==> src/rtl/vga_text_avl_writer.sv <==
// vga_text_avl_writer
//   Avalon-MM master that prints a character stream into the VGA text-mode
//   slave. It keeps a cursor on the COLS x ROWS grid, turns printable bytes
//   into single-lane VRAM writes, and interprets CR / LF / form-feed.
//   Form-feed blanks the whole screen. Separate requests write the slave's
//   control (colour) register.
//
// Ports
//   clk_i, reset_n_i        clock, synchronous active-low reset
//   char_valid_i/_data_i    character byte offer ([7] inverse, [6:0] glyph)
//   char_ready_o            character accepted this cycle
//   color_valid_i/_data_i   control-register write request and its value
//   color_ready_o           colour request accepted this cycle
//   avm_*                   Avalon-MM write master (addr, write, cs, byte_en,
//                           writedata, waitrequest)
//   cursor_col_o/_row_o     current cursor position
//   busy_o                  high while a transfer or screen clear is running
module vga_text_avl_writer #(
  parameter int          COLS       = 80,
  parameter int          ROWS       = 30,
  parameter int          CTRL_ADDR  = 600,
  parameter logic [7:0]  BLANK_CODE = 8'h20
) (
  input  logic        clk_i,
  input  logic        reset_n_i,
  input  logic        char_valid_i,
  input  logic [7:0]  char_data_i,
  output logic        char_ready_o,
  input  logic        color_valid_i,
  input  logic [31:0] color_data_i,
  output logic        color_ready_o,
  output logic [9:0]  avm_addr_o,
  output logic        avm_write_o,
  output logic        avm_cs_o,
  output logic [3:0]  avm_byte_en_o,
  output logic [31:0] avm_writedata_o,
  input  logic        avm_waitrequest_i,
  output logic [6:0]  cursor_col_o,
  output logic [4:0]  cursor_row_o,
  output logic        busy_o
);

  localparam int LAST_WORD = ROWS * COLS / 4 - 1;

  typedef enum logic [1:0] {IDLE, WR_CHAR, CLEAR, WR_CTRL} state_e;

  state_e      state_q, state_d;
  logic [9:0]  addr_q, addr_d;
  logic [3:0]  be_q, be_d;
  logic [31:0] data_q, data_d;
  logic [6:0]  col_q, col_d;
  logic [4:0]  row_q, row_d;

  logic        inIdle;
  logic        xferDone;
  logic        isCtrlChar;
  logic [4:0]  rowNext;
  logic [9:0]  charAddr;

  assign inIdle   = (state_q == IDLE);
  assign xferDone = avm_write_o & ~avm_waitrequest_i;

  // Ready is gated with reset so nothing looks acceptable while reset is held;
  // colour wins a tie with a character in the same cycle.
  assign color_ready_o = inIdle & reset_n_i;
  assign char_ready_o  = inIdle & reset_n_i & ~color_valid_i;

  // The bus strobe is simply "not idle": each non-idle state is one transfer
  // (or a run of back-to-back transfers for CLEAR).
  assign avm_write_o     = ~inIdle;
  assign avm_cs_o        = ~inIdle;
  assign busy_o          = ~inIdle;
  assign avm_addr_o      = addr_q;
  assign avm_byte_en_o   = be_q;
  assign avm_writedata_o = data_q;
  assign cursor_col_o    = col_q;
  assign cursor_row_o    = row_q;

  // Control codes are 0x00-0x1F and 0x7F with the inverse bit clear; anything
  // else, including every inverse byte, is a glyph.
  assign isCtrlChar = ~char_data_i[7] &
                      ((char_data_i[6:5] == 2'b00) || (char_data_i[6:0] == 7'h7F));

  // Row advance wraps to the top instead of scrolling.
  assign rowNext  = (row_q == 5'(ROWS - 1)) ? 5'd0 : row_q + 5'd1;

  // Four columns share one VRAM word; column 4*w+n lives in byte lane n.
  assign charAddr = 10'(row_q) * 10'(COLS / 4) + 10'(col_q[6:2]);

  always_ff @(posedge clk_i) begin
    if (!reset_n_i) begin
      state_q <= IDLE;
      addr_q  <= '0;
      be_q    <= '0;
      data_q  <= '0;
      col_q   <= '0;
      row_q   <= '0;
    end else begin
      state_q <= state_d;
      addr_q  <= addr_d;
      be_q    <= be_d;
      data_q  <= data_d;
      col_q   <= col_d;
      row_q   <= row_d;
    end
  end

  always_comb begin
    state_d = state_q;
    addr_d  = addr_q;
    be_d    = be_q;
    data_d  = data_q;
    col_d   = col_q;
    row_d   = row_q;

    unique case (state_q)
      IDLE: begin
        if (color_valid_i) begin
          state_d = WR_CTRL;
          addr_d  = 10'(CTRL_ADDR);
          be_d    = 4'b1111;
          data_d  = color_data_i;
        end else if (char_valid_i) begin
          if (isCtrlChar) begin
            case (char_data_i[6:0])
              7'h0D: col_d = '0;
              7'h0A: begin
                col_d = '0;
                row_d = rowNext;
              end
              7'h0C: begin
                state_d = CLEAR;
                addr_d  = '0;
                be_d    = 4'b1111;
                data_d  = {4{BLANK_CODE}};
              end
              default: ;
            endcase
          end else begin
            state_d = WR_CHAR;
            addr_d  = charAddr;
            be_d    = 4'b0001 << col_q[1:0];
            data_d  = {4{char_data_i}};
          end
        end
      end

      WR_CHAR: begin
        if (xferDone) begin
          state_d = IDLE;
          if (col_q == 7'(COLS - 1)) begin
            col_d = '0;
            row_d = rowNext;
          end else begin
            col_d = col_q + 7'd1;
          end
        end
      end

      WR_CTRL: begin
        if (xferDone) state_d = IDLE;
      end

      CLEAR: begin
        // The address register doubles as the clear counter.
        if (xferDone) begin
          if (addr_q == 10'(LAST_WORD)) begin
            state_d = IDLE;
            col_d   = '0;
            row_d   = '0;
          end else begin
            addr_d = addr_q + 10'd1;
          end
        end
      end

      default: state_d = IDLE;
    endcase
  end

endmodule

==> config.mk <==
export PLATFORM = sky130hd
export DESIGN_NAME = vga_text_avl_writer
export DESIGN_NICKNAME = d
export VERILOG_FILES = /design/src/rtl/vga_text_avl_writer.sv
export SDC_FILE = /design/constraint.sdc
export NUM_CORES = 1
export LEC_CHECK = 0
export ABC_AREA = 1
export ABC_CLOCK_PERIOD_IN_PS = 5070
export CAP_MARGIN = 20
export CORE_ASPECT_RATIO = 0.5
export CORE_MARGIN = 2
export CORE_UTILIZATION = 45
export DETAILED_ROUTE_END_ITERATION = 16
export PLACE_DENSITY = 0.72
export SLEW_MARGIN = 20
export SYNTH_ARGS = -nofsm -noshare
export SYNTH_HDL_FRONTEND = slang
export SYNTH_SLANG_ARGS = --single-unit
==> constraint.sdc <==
create_clock -name clk_i -period 5.07 [get_ports clk_i]
set_input_delay 1.014 -clock clk_i [delete_from_list [all_inputs] [get_ports clk_i]]
set_output_delay 1.014 -clock clk_i [all_outputs]
set_load 0.03 [all_outputs]
==> impl_metrics.tcl, run 1 <==
set metrics [dict create \
    crit_required_ps 4060 \
    grt_pass1_vias 3524 \
    syn_area_mm2 0.00375 \
    syn_to_final_growth_pct 36.4 \
    placed_area_mm2 0.00483 \
    hp-class "reg2reg" \
    dieArea_mm2 0.00911 \
    r2r_setup_slack_ps 2680 \
    drv_slew 0 \
    status "complete, no violations" \
    final.period_utilization 0.732 \
    rr_worst_depth 9 \
    critical_path.max_fanout 24 \
    worst_setup_path_start_kind "primary input" \
    via_count 3998 \
    setup_viol 0 \
    cts_root_buf "clkbuf_16" \
    yosys_warnings 0 \
    hpwl_mm 7.36 \
    grt_usage 0.242 \
    power_leakage_uw 0.00222 \
    synth_ff_type "dfxtp_1" \
    dieWidth_um 133 \
    syn-num-nets 656 \
    wl_per_cell_um 12.9 \
    irDropWorstVdd_mv 0.222 \
    portBuffers 107 \
    gp_congestion 0.902 \
    r2r-end "avm_addr_o[2]$_SDFFE_PN0P_" \
    ys_async_sr_fraction 0 \
    hold_buffers 0 \
    max_cap_violations 0 \
    synth_cell_types 33 \
    rows 23 \
    cts-buffers-inserted 9 \
    clockBufferDepth 2 \
    clock_sinks 60 \
    period_minus_slack_ps 3710 \
    crit-reg2reg-launch "state_q[1]$_SDFFE_PN0P_" \
    ys_ff_latch 60 \
    finalSetupTns_ps 0 \
    slew_headroom 0.593 \
    power_density_mw_per_mm2 418 \
    clkLatencyLatePin_ps 340 \
    num_antenna_cells 0 \
    tightest_slew_ps 610 \
    overflow 0 \
    finalHoldViolCount 0 \
    fin_area_mm2 0.00511 \
    tritoncts "yes" \
    drive_above_1_share 0.0545 \
    cts_resized 0 \
    ios 108 \
    drcViolationCount 0 \
    drtAntennaViolNets 0 \
    vias_per_cell 4.94 \
    core_area_mm2 0.00803 \
    rsz0062_at_grt "no" \
    finClkSkew_ps 8.09 \
    cp-endpoint "char_ready_o" \
    path_clk_slew_ps 50 \
    postCtsSetupBuffers 0 \
    ys_seq_area_frac 0.321 \
    final-instance-count-excl-fill 809 \
    routed_wl_mm 10.5 \
    synth.avg_cell_area_um2 6.32 \
    grt_pass1_wl_mm 17.3 \
    dr.pass1.iters 5 \
    setup_slack_ps 1360 \
    fin_util 0.636 \
    setup.worst_path.class "in2out" \
    worstSetupEndpointType "primary output" \
    placed_cells 793 \
    start_util 0.467 \
    htree_num_levels 3 \
    arrival_ps 2700 \
    crit_start "reset_n_i" \
    antenna_found_initial 0 \
    layout.nets 755 \
    grt_start_max_net_pins 40 \
    max_freq_ghz 0.270 \
    synth_edf_count 0 \
    syn-instance-count 593 \
    pre_cts_slack_ps 1340 \
    die_h_um 68.5 \
    drtIter0Drc 271 \
    hold_depth 2 \
]
area by class of cell:
class,count,area (um2)
clock buffer,12,256
tap,112,140
timing repair buffer,110,1090
multi-input combinational,458,2190
clock inverter,4,23.8
fill,767,2920
inverter,53,201
sequential,60,1200
power by group:
| group | switching [uW] | internal (uW) |
|---|---|---|
| Combinational | 583 | 335 |
| Sequential | 82.4 | 561 |
| Clock | 218 | 355 |
| Total | 883 | 1250 |
per-layer routing:
metal  up-vias  track usage  share of wire
li1       2080            -              -
met4         0       0.0605         0.0070
met5         -            0              0
met1      1779        0.320           0.48
met2       131        0.403           0.45
met3         8       0.0621          0.067
how the worst min path moves through the flow:
stage / from / to / slack (ps)
floorplan: state_q[1]$_SDFFE_PN0P_ / state_q[1]$_SDFFE_PN0P_ / 510
global placement: avm_writedata_o[26]$_SDFFE_PN0P_ / avm_writedata_o[26]$_SDFFE_PN0P_ / 450
detailed placement: avm_writedata_o[10]$_SDFFE_PN0P_ / avm_writedata_o[10]$_SDFFE_PN0P_ / 460
CTS: avm_writedata_o[10]$_SDFFE_PN0P_ / avm_writedata_o[10]$_SDFFE_PN0P_ / 460
global route: avm_writedata_o[8]$_SDFFE_PN0P_ / avm_writedata_o[8]$_SDFFE_PN0P_ / 480
finish: avm_writedata_o[10]$_SDFFE_PN0P_ / avm_writedata_o[10]$_SDFFE_PN0P_ / 460
critical path, cell delays in order:
cell             delay, ps
clkdlybuf4s50_1        450
buf_4                  260
inv_1                  110
nor3_1                 170
clkdlybuf4s50_1        690
state kept, by name (all words and copies together), names as in the netlist:
| name | cells |
|---|---|
| avm_addr_o | 10 |
| state_q | 2 |
| cursor_col_o | 7 |
| avm_byte_en_o | 4 |
| cursor_row_o | 5 |
| avm_writedata_o | 32 |
synth_stat cells (3+ instances only):
cell type | n | area share
nand2_1 | 213 | 0.21
nor2_1 | 75 | 0.075
dfxtp_1 | 60 | 0.32
a21oi_1 | 51 | 0.068
inv_1 | 47 | 0.047
nand3_1 | 33 | 0.044
o21ai_0 | 19 | 0.025
ha_1 | 16 | 0.053
clkbuf_1 | 11 | 0.011
nand4_1 | 10 | 0.017
nor3_1 | 10 | 0.013
buf_6 | 7 | 0.021
inv_2 | 5 | 0.0050
xor2_1 | 5 | 0.012
buf_4 | 4 | 0.0080
nor2_2 | 3 | 0.0050
xnor2_1 | 3 | 0.0070
kinds of logic after synthesis:
kind of cell             synth area share
AO/OA/AOI/OAI                       0.116
AND/OR/NAND/NOR                     0.387
buffers and inverters              0.0939
flip-flops                          0.321
adder cells (fa/ha/maj)            0.0641
XOR/XNOR                           0.0187
layout by cell type (no fill, tap or decap):
cell             count
o21bai_1             1
clkinv_2             3
nand2_1            213
inv_2                5
or2_2                1
nand4_1             10
a211oi_1             1
nand2_2              2
o21a_1               1
nor3_1              10
nand3_1             33
nor2_4               2
a31o_2               1
o21ai_0             19
o31ai_1              1
buf_4                3
clkinv_4             1
clkdlybuf4s50_1    107
fa_1                 2
xnor2_1              3
o21ai_1              2
xor2_1               5
a21oi_2              1
a21oi_1             51
inv_4                1
inv_1               47
ha_1                16
dfxtp_1             60
o2bb2ai_1            1
nor2_2               3
nor2_1              75
clkbuf_16            9
nand3_2              2
a21oi_4              1
nand2_4              1
clkbuf_8             2
clkbuf_1             1
per-stage QoR:
step / hold slack (ps) / power, uW
2_1_floorplan: 514 / 1290
3_3_place_gp: 452 / 1560
3_5_place_dp: 456 / 1570
4_1_cts: 464 / 2150
5_1_grt: 483 / 2270
6_report: 461 / 2130
Power figures use the tool's default switching activity.
==> run 2: changes to the inputs <==
--- a/config.mk
+++ b/config.mk
@@ -6,13 +6,13 @@
 export NUM_CORES = 1
 export LEC_CHECK = 0
 export ABC_AREA = 1
-export ABC_CLOCK_PERIOD_IN_PS = 5070
+export ABC_CLOCK_PERIOD_IN_PS = 3300
 export CAP_MARGIN = 20
 export CORE_ASPECT_RATIO = 0.5
 export CORE_MARGIN = 2
-export CORE_UTILIZATION = 45
+export CORE_UTILIZATION = 44
 export DETAILED_ROUTE_END_ITERATION = 16
-export PLACE_DENSITY = 0.72
+export PLACE_DENSITY = 0.74
 export SLEW_MARGIN = 20
 export SYNTH_ARGS = -nofsm -noshare
 export SYNTH_HDL_FRONTEND = slang
==> constraint.sdc (replaced) <==
create_clock -name clk_i -period 3.3 [get_ports clk_i]
set_input_delay 0.66 -clock clk_i [delete_from_list [all_inputs] [get_ports clk_i]]
set_output_delay 0.66 -clock clk_i [all_outputs]
set_load 0.03 [all_outputs]
==> run 2 against run 1 <==
Global-route usage fell by 0.76 points. Combinational power rose by 55%. Die area rose by 2.2%. Via count rose by 1.2%. Register-to-register slack got worse by 1700 ps. Design area rose by 0.29%. Largest cell class unchanged.
==> impl_metrics.tcl, run 2 (synthesis results as in run 1) <==
set metrics [dict create \
    routed_wl_mm 10.5 \
    slew_headroom 0.708 \
    grt_usage 0.234 \
    grt_pass1_vias 3760 \
    via_count 4045 \
    p_seq_frac 0.300 \
    portBuffers 107 \
    cts_root_buf "clkbuf_16" \
    dr.pass1.iters 5 \
    power_leakage_uw 0.00223 \
    switchingPower_uw 1380 \
    worstSetupEndpointType "primary output" \
    layout_common_cells "nand2_1 (213), clkdlybuf4s50_1 (105), nor2_1 (75)" \
    start_util 0.460 \
    overflow 0 \
    rows 23 \
    cts_resized 0 \
    dieArea_mm2 0.00931 \
    core_area_mm2 0.00814 \
    grt_start_max_net_pins 38 \
    combPwrFrac 0.431 \
    drtAntennaViolNets 0 \
    hold_depth 2 \
    path_clk_slew_ps 60 \
    hold_buffers 0 \
    power_frac_clock 0.269 \
    ios 108 \
    hold-worst-slack_ps 464 \
    nFillCells 781 \
    syn_to_final_growth_pct 36.8 \
    drcViolationCount 0 \
    drive_above_1_share 0.0629 \
    postCtsSetupBuffers 0 \
    arrival_ps 2020 \
    irDropWorstVdd_mv 0.296 \
    vias_per_cell 4.98 \
    num_antenna_cells 0 \
    power_density_mw_per_mm2 641 \
    seqCellArea_mm2 0.00120 \
    finalHoldViolCount 0 \
    hp-start "avm_writedata_o[4]$_SDFFE_PN0P_" \
    gp_congestion 0.893 \
    clkLatencyLatePin_ps 340 \
    drtIter0Drc 308 \
    clockBufferDepth 2 \
    crit_start "color_valid_i" \
    grt_pass1_wl_mm 17.7 \
    status "complete, no violations" \
    final.period_utilization 0.811 \
    layout.nets 758 \
    die_h_um 69.2 \
    period_minus_slack_ps 2680 \
    tightest_slew_ps 437 \
    drv_slew 0 \
    critical_path.max_fanout 12 \
    max_cap_violations 0 \
    htree_num_levels 3 \
    rr_worst_depth 13 \
    tritoncts "yes" \
    max_freq_ghz 0.374 \
    cts-buffers-inserted 9 \
    setup_viol 0 \
    crit_required_ps 2640 \
    largest_reg_flops 32 \
    hp-class "reg2reg" \
    hpwl_mm 7.52 \
    antenna_found_initial 0 \
    finalSetupTns_ps 0 \
    crit-reg2reg-launch "cursor_row_o[3]$_SDFFE_PN0P_" \
    dieWidth_um 134 \
    layout_commonest_cell "nand2_1" \
    finClkSkew_ps 8.91 \
    p_int_uw 1910 \
    worst_setup_path_start_kind "primary input" \
    switching_share 0.419 \
    rsz0062_at_grt "no" \
    wl_per_cell_um 12.9 \
    clock_sinks 60 \
    multi_input_area_mm2 0.00219 \
    setup.worst_path.class "in2out" \
]
run 2: cell types whose count changed in the layout (fill, tap and decap cells not counted):
cell	before	now
clkdlybuf4s50_1	107	105
clkbuf_1	1	0
buf_4	3	8
clkinvlp_4	0	2
clkinv_4	1	0
clkbuf_8	2	1
inv_6	0	1
run 2: routing by layer:
metal / wire (um) / GRT usage / vias to the layer above
li1: - / - / 2086
met1: 4800 / 0.304 / 1821
met2: 4810 / 0.387 / 123
met3: 716 / 0.0621 / 15
met4: 144 / 0.0643 / 0
met5: 0 / 0 / -
run 2: path summary, 6_finish.rpt:
path	endpoint	slack [ps]
setup reg to reg	avm_addr_o[8]$_SDFFE_PN0P_	970
hold / removal	avm_writedata_o[4]$_SDFFE_PN0P_	460
setup / recovery	char_ready_o	620
hold reg to reg	avm_writedata_o[4]$_SDFFE_PN0P_	460
run 2: critical path: stages:
cell	delay [ps]
clkdlybuf4s50_1	620
buf_4	290
nor3_1	230
buf_4	200
run 2: layout make-up:
| cell class | count | share of cell area |
|---|---|---|
| flip-flops and latches | 60 | 0.234 |
| inverters | 53 | 0.0393 |
| clock inverters | 6 | 0.00757 |
| clock buffers | 10 | 0.0466 |
| repair buffers | 113 | 0.217 |
| multi-input cells | 458 | 0.428 |
| well taps | 112 | 0.0273 |
run 2: metrics by stage:
step | power (uW) | utilization | setup WS (ps) | instance area, um2 | std cells
3_5_place_dp | 2410 | 0.595 | 554 | 4850 | 796
5_1_grt | 3500 | 0.629 | 598 | 5120 | 812
4_1_cts | 3300 | 0.629 | 624 | 5120 | 812
6_report | 3290 | 0.629 | 625 | 5120 | 812
3_3_place_gp | 2400 | 0.595 | 583 | 4850 | 796
2_1_floorplan | 1980 | - | 873 | 3750 | 593
run 2: power groups by stage:
stage                     Clock [uW]  Sequential (uW)  Combinational [uW]
after floorplan                    0             1220                 752
after global placement             0              998                1400
after detailed placement           0             1000                1410
after CTS                        897              986                1420
after global routing             939             1000                1560
final                            883              987                1420
==> run 3: changes to the inputs <==
--- a/config.mk
+++ b/config.mk
@@ -6,7 +6,7 @@
 export NUM_CORES = 1
 export LEC_CHECK = 0
 export ABC_AREA = 1
-export ABC_CLOCK_PERIOD_IN_PS = 3300
+export ABC_CLOCK_PERIOD_IN_PS = 2300
 export CAP_MARGIN = 20
 export CORE_ASPECT_RATIO = 0.5
 export CORE_MARGIN = 2
==> constraint.sdc (replaced) <==
create_clock -name clk_i -period 2.3 [get_ports clk_i]
set_input_delay 0.46 -clock clk_i [delete_from_list [all_inputs] [get_ports clk_i]]
set_output_delay 0.46 -clock clk_i [all_outputs]
set_load 0.03 [all_outputs]
==> run 3 against run 2 <==
Non-clock buffer count is 13 higher. Critical path type is now reg2out. Clock power increased by 63%. Cell count increased by 1.6%. Hold slack lost 1.1 ps. Power up 51%. Critical endpoint is now avm_cs_o. Flip-flop and latch count unchanged.
==> impl_metrics.tcl, run 3 (synthesis results as in run 1) <==
set metrics [dict create \
    status "complete, no violations" \
    grt_usage 0.238 \
    dr.pass1.iters 4 \
    r2r_setup_slack_ps 150 \
    grt_pass1_wl_mm 18.1 \
    drtIter0Drc 272 \
    core_area_mm2 0.00814 \
    worst_setup_path_start_kind "register" \
    period_minus_slack_ps 2210 \
    cts-buffers-inserted 9 \
    seqCellArea_mm2 0.00120 \
    rows 23 \
    setup.worst_path.class "reg2out" \
    portBuffers 107 \
    setup_slack_ps 91.5 \
    ios 108 \
    routed_wl_mm 10.7 \
    setup_viol 0 \
    fin_util 0.648 \
    pre_cts_slack_ps 50.8 \
    hold-path-endpoint "avm_writedata_o[2]$_SDFFE_PN0P_" \
    worstSetupEndpointType "primary output" \
    r2r-end "avm_addr_o[8]$_SDFFE_PN0P_" \
    tritoncts "yes" \
    antenna_found_initial 0 \
    dieWidth_um 134 \
    layout_common_cells "nand2_1 (213), clkdlybuf4s50_1 (105), nor2_1 (74)" \
    num_antenna_cells 0 \
    critical_path.max_fanout 8 \
    rr_worst_depth 13 \
    fin_area_mm2 0.00528 \
    tightest_slew_ps 422 \
    drive_above_1_share 0.0842 \
    hold_depth 2 \
    cts_root_buf "clkbuf_16" \
    crit_required_ps 1840 \
    via_count 4122 \
    clock_sinks 60 \
    vias_per_cell 5.00 \
    hold_buffers 0 \
    overflow 0 \
    slew_headroom 0.719 \
    start_util 0.460 \
    irDropWorstVdd_mv 0.473 \
    clkLatencyLatePin_ps 330 \
    die_h_um 69.2 \
    finClkSkew_ps 6.06 \
    syn_to_final_growth_pct 41.0 \
    power_leakage_uw 0.00232 \
    hp-start "avm_writedata_o[2]$_SDFFE_PN0P_" \
    arrival_ps 1750 \
    layout.nets 771 \
    grt_pass1_vias 3865 \
    final.period_utilization 0.960 \
    htree_num_levels 3 \
    hpwl_mm 7.88 \
    multi_input_area_mm2 0.00220 \
    layout_commonest_cell "nand2_1" \
    placed_area_mm2 0.00496 \
    rsz0062_at_grt "yes" \
    path_clk_slew_ps 50 \
    wl_per_cell_um 13.0 \
    crit_start "state_q[1]$_SDFFE_PN0P_" \
    drcViolationCount 0 \
    max_cap_violations 0 \
    hp-class "reg2reg" \
    drtAntennaViolNets 0 \
    crit-reg2reg-launch "cursor_row_o[1]$_SDFFE_PN0P_" \
    nFillCells 767 \
    power_density_mw_per_mm2 939 \
    max_freq_ghz 0.453 \
    gp_congestion 0.915 \
    dieArea_mm2 0.00931 \
    finalHoldViolCount 0 \
    drv_slew 0 \
    clockBufferDepth 2 \
    grt_start_max_net_pins 37 \
    largest_reg_flops 32 \
]
-- run 3: final cells by class --
type                    count  area share
clock buffers               9      0.0426
clock inverters             7      0.0173
inverters                  53      0.0381
multi-input cells         458       0.416
flip-flops and latches     60       0.228
well taps                 112      0.0265
repair buffers            126       0.231
-- run 3: worst max path at each step --
stage | end | slack (ps) | cells past startpoint
floorplan | avm_addr_o[8]$_SDFFE_PN0P_ | 20 | 13
global placement | cursor_row_o[4]$_SDFFE_PN0P_ | 80 | 10
detailed placement | cursor_row_o[2]$_SDFFE_PN0P_ | 50 | 11
CTS | avm_cs_o | 100 | 3
global route | avm_addr_o[8]$_SDFFE_PN0P_ | -40 | 13
finish | avm_cs_o | 90 | 3
-- run 3: per-stage QoR --
step	std cells	total power, uW	TNS [ps]	hold WS (ps)
after floorplan	593	2830	0	514
after global placement	809	3490	0	451
after detailed placement	809	3530	0	457
after CTS	825	4970	0	466
after global routing	825	5240	-42.9	479
final	825	4960	0	462
-- run 3: what timing repair did --
item                                    in CTS  in global routing
endpoints found under the setup margin       0                  2
buffers inserted                             0                  0
gates resized for setup                      0                  2
-- run 3: report_power, final --
part	internal, uW	switching (uW)
clock network	943	494
registers	1240	172
logic	793	1320
-- run 3: worst max-delay path: stages, from the launching register on --
cell	delay, ps
dfxtp_1	460
nor2_4	110
inv_2	150
clkdlybuf4s50_1	690
-- run 3: per-layer routing --
metal / vias to the layer above / routed length, um / GRT usage
li1: 2119 / - / -
met1: 1845 / 4830 / 0.308
met2: 141 / 5060 / 0.397
met3: 17 / 731 / 0.0534
met4: 0 / 121 / 0.0772
met5: - / 0 / 0
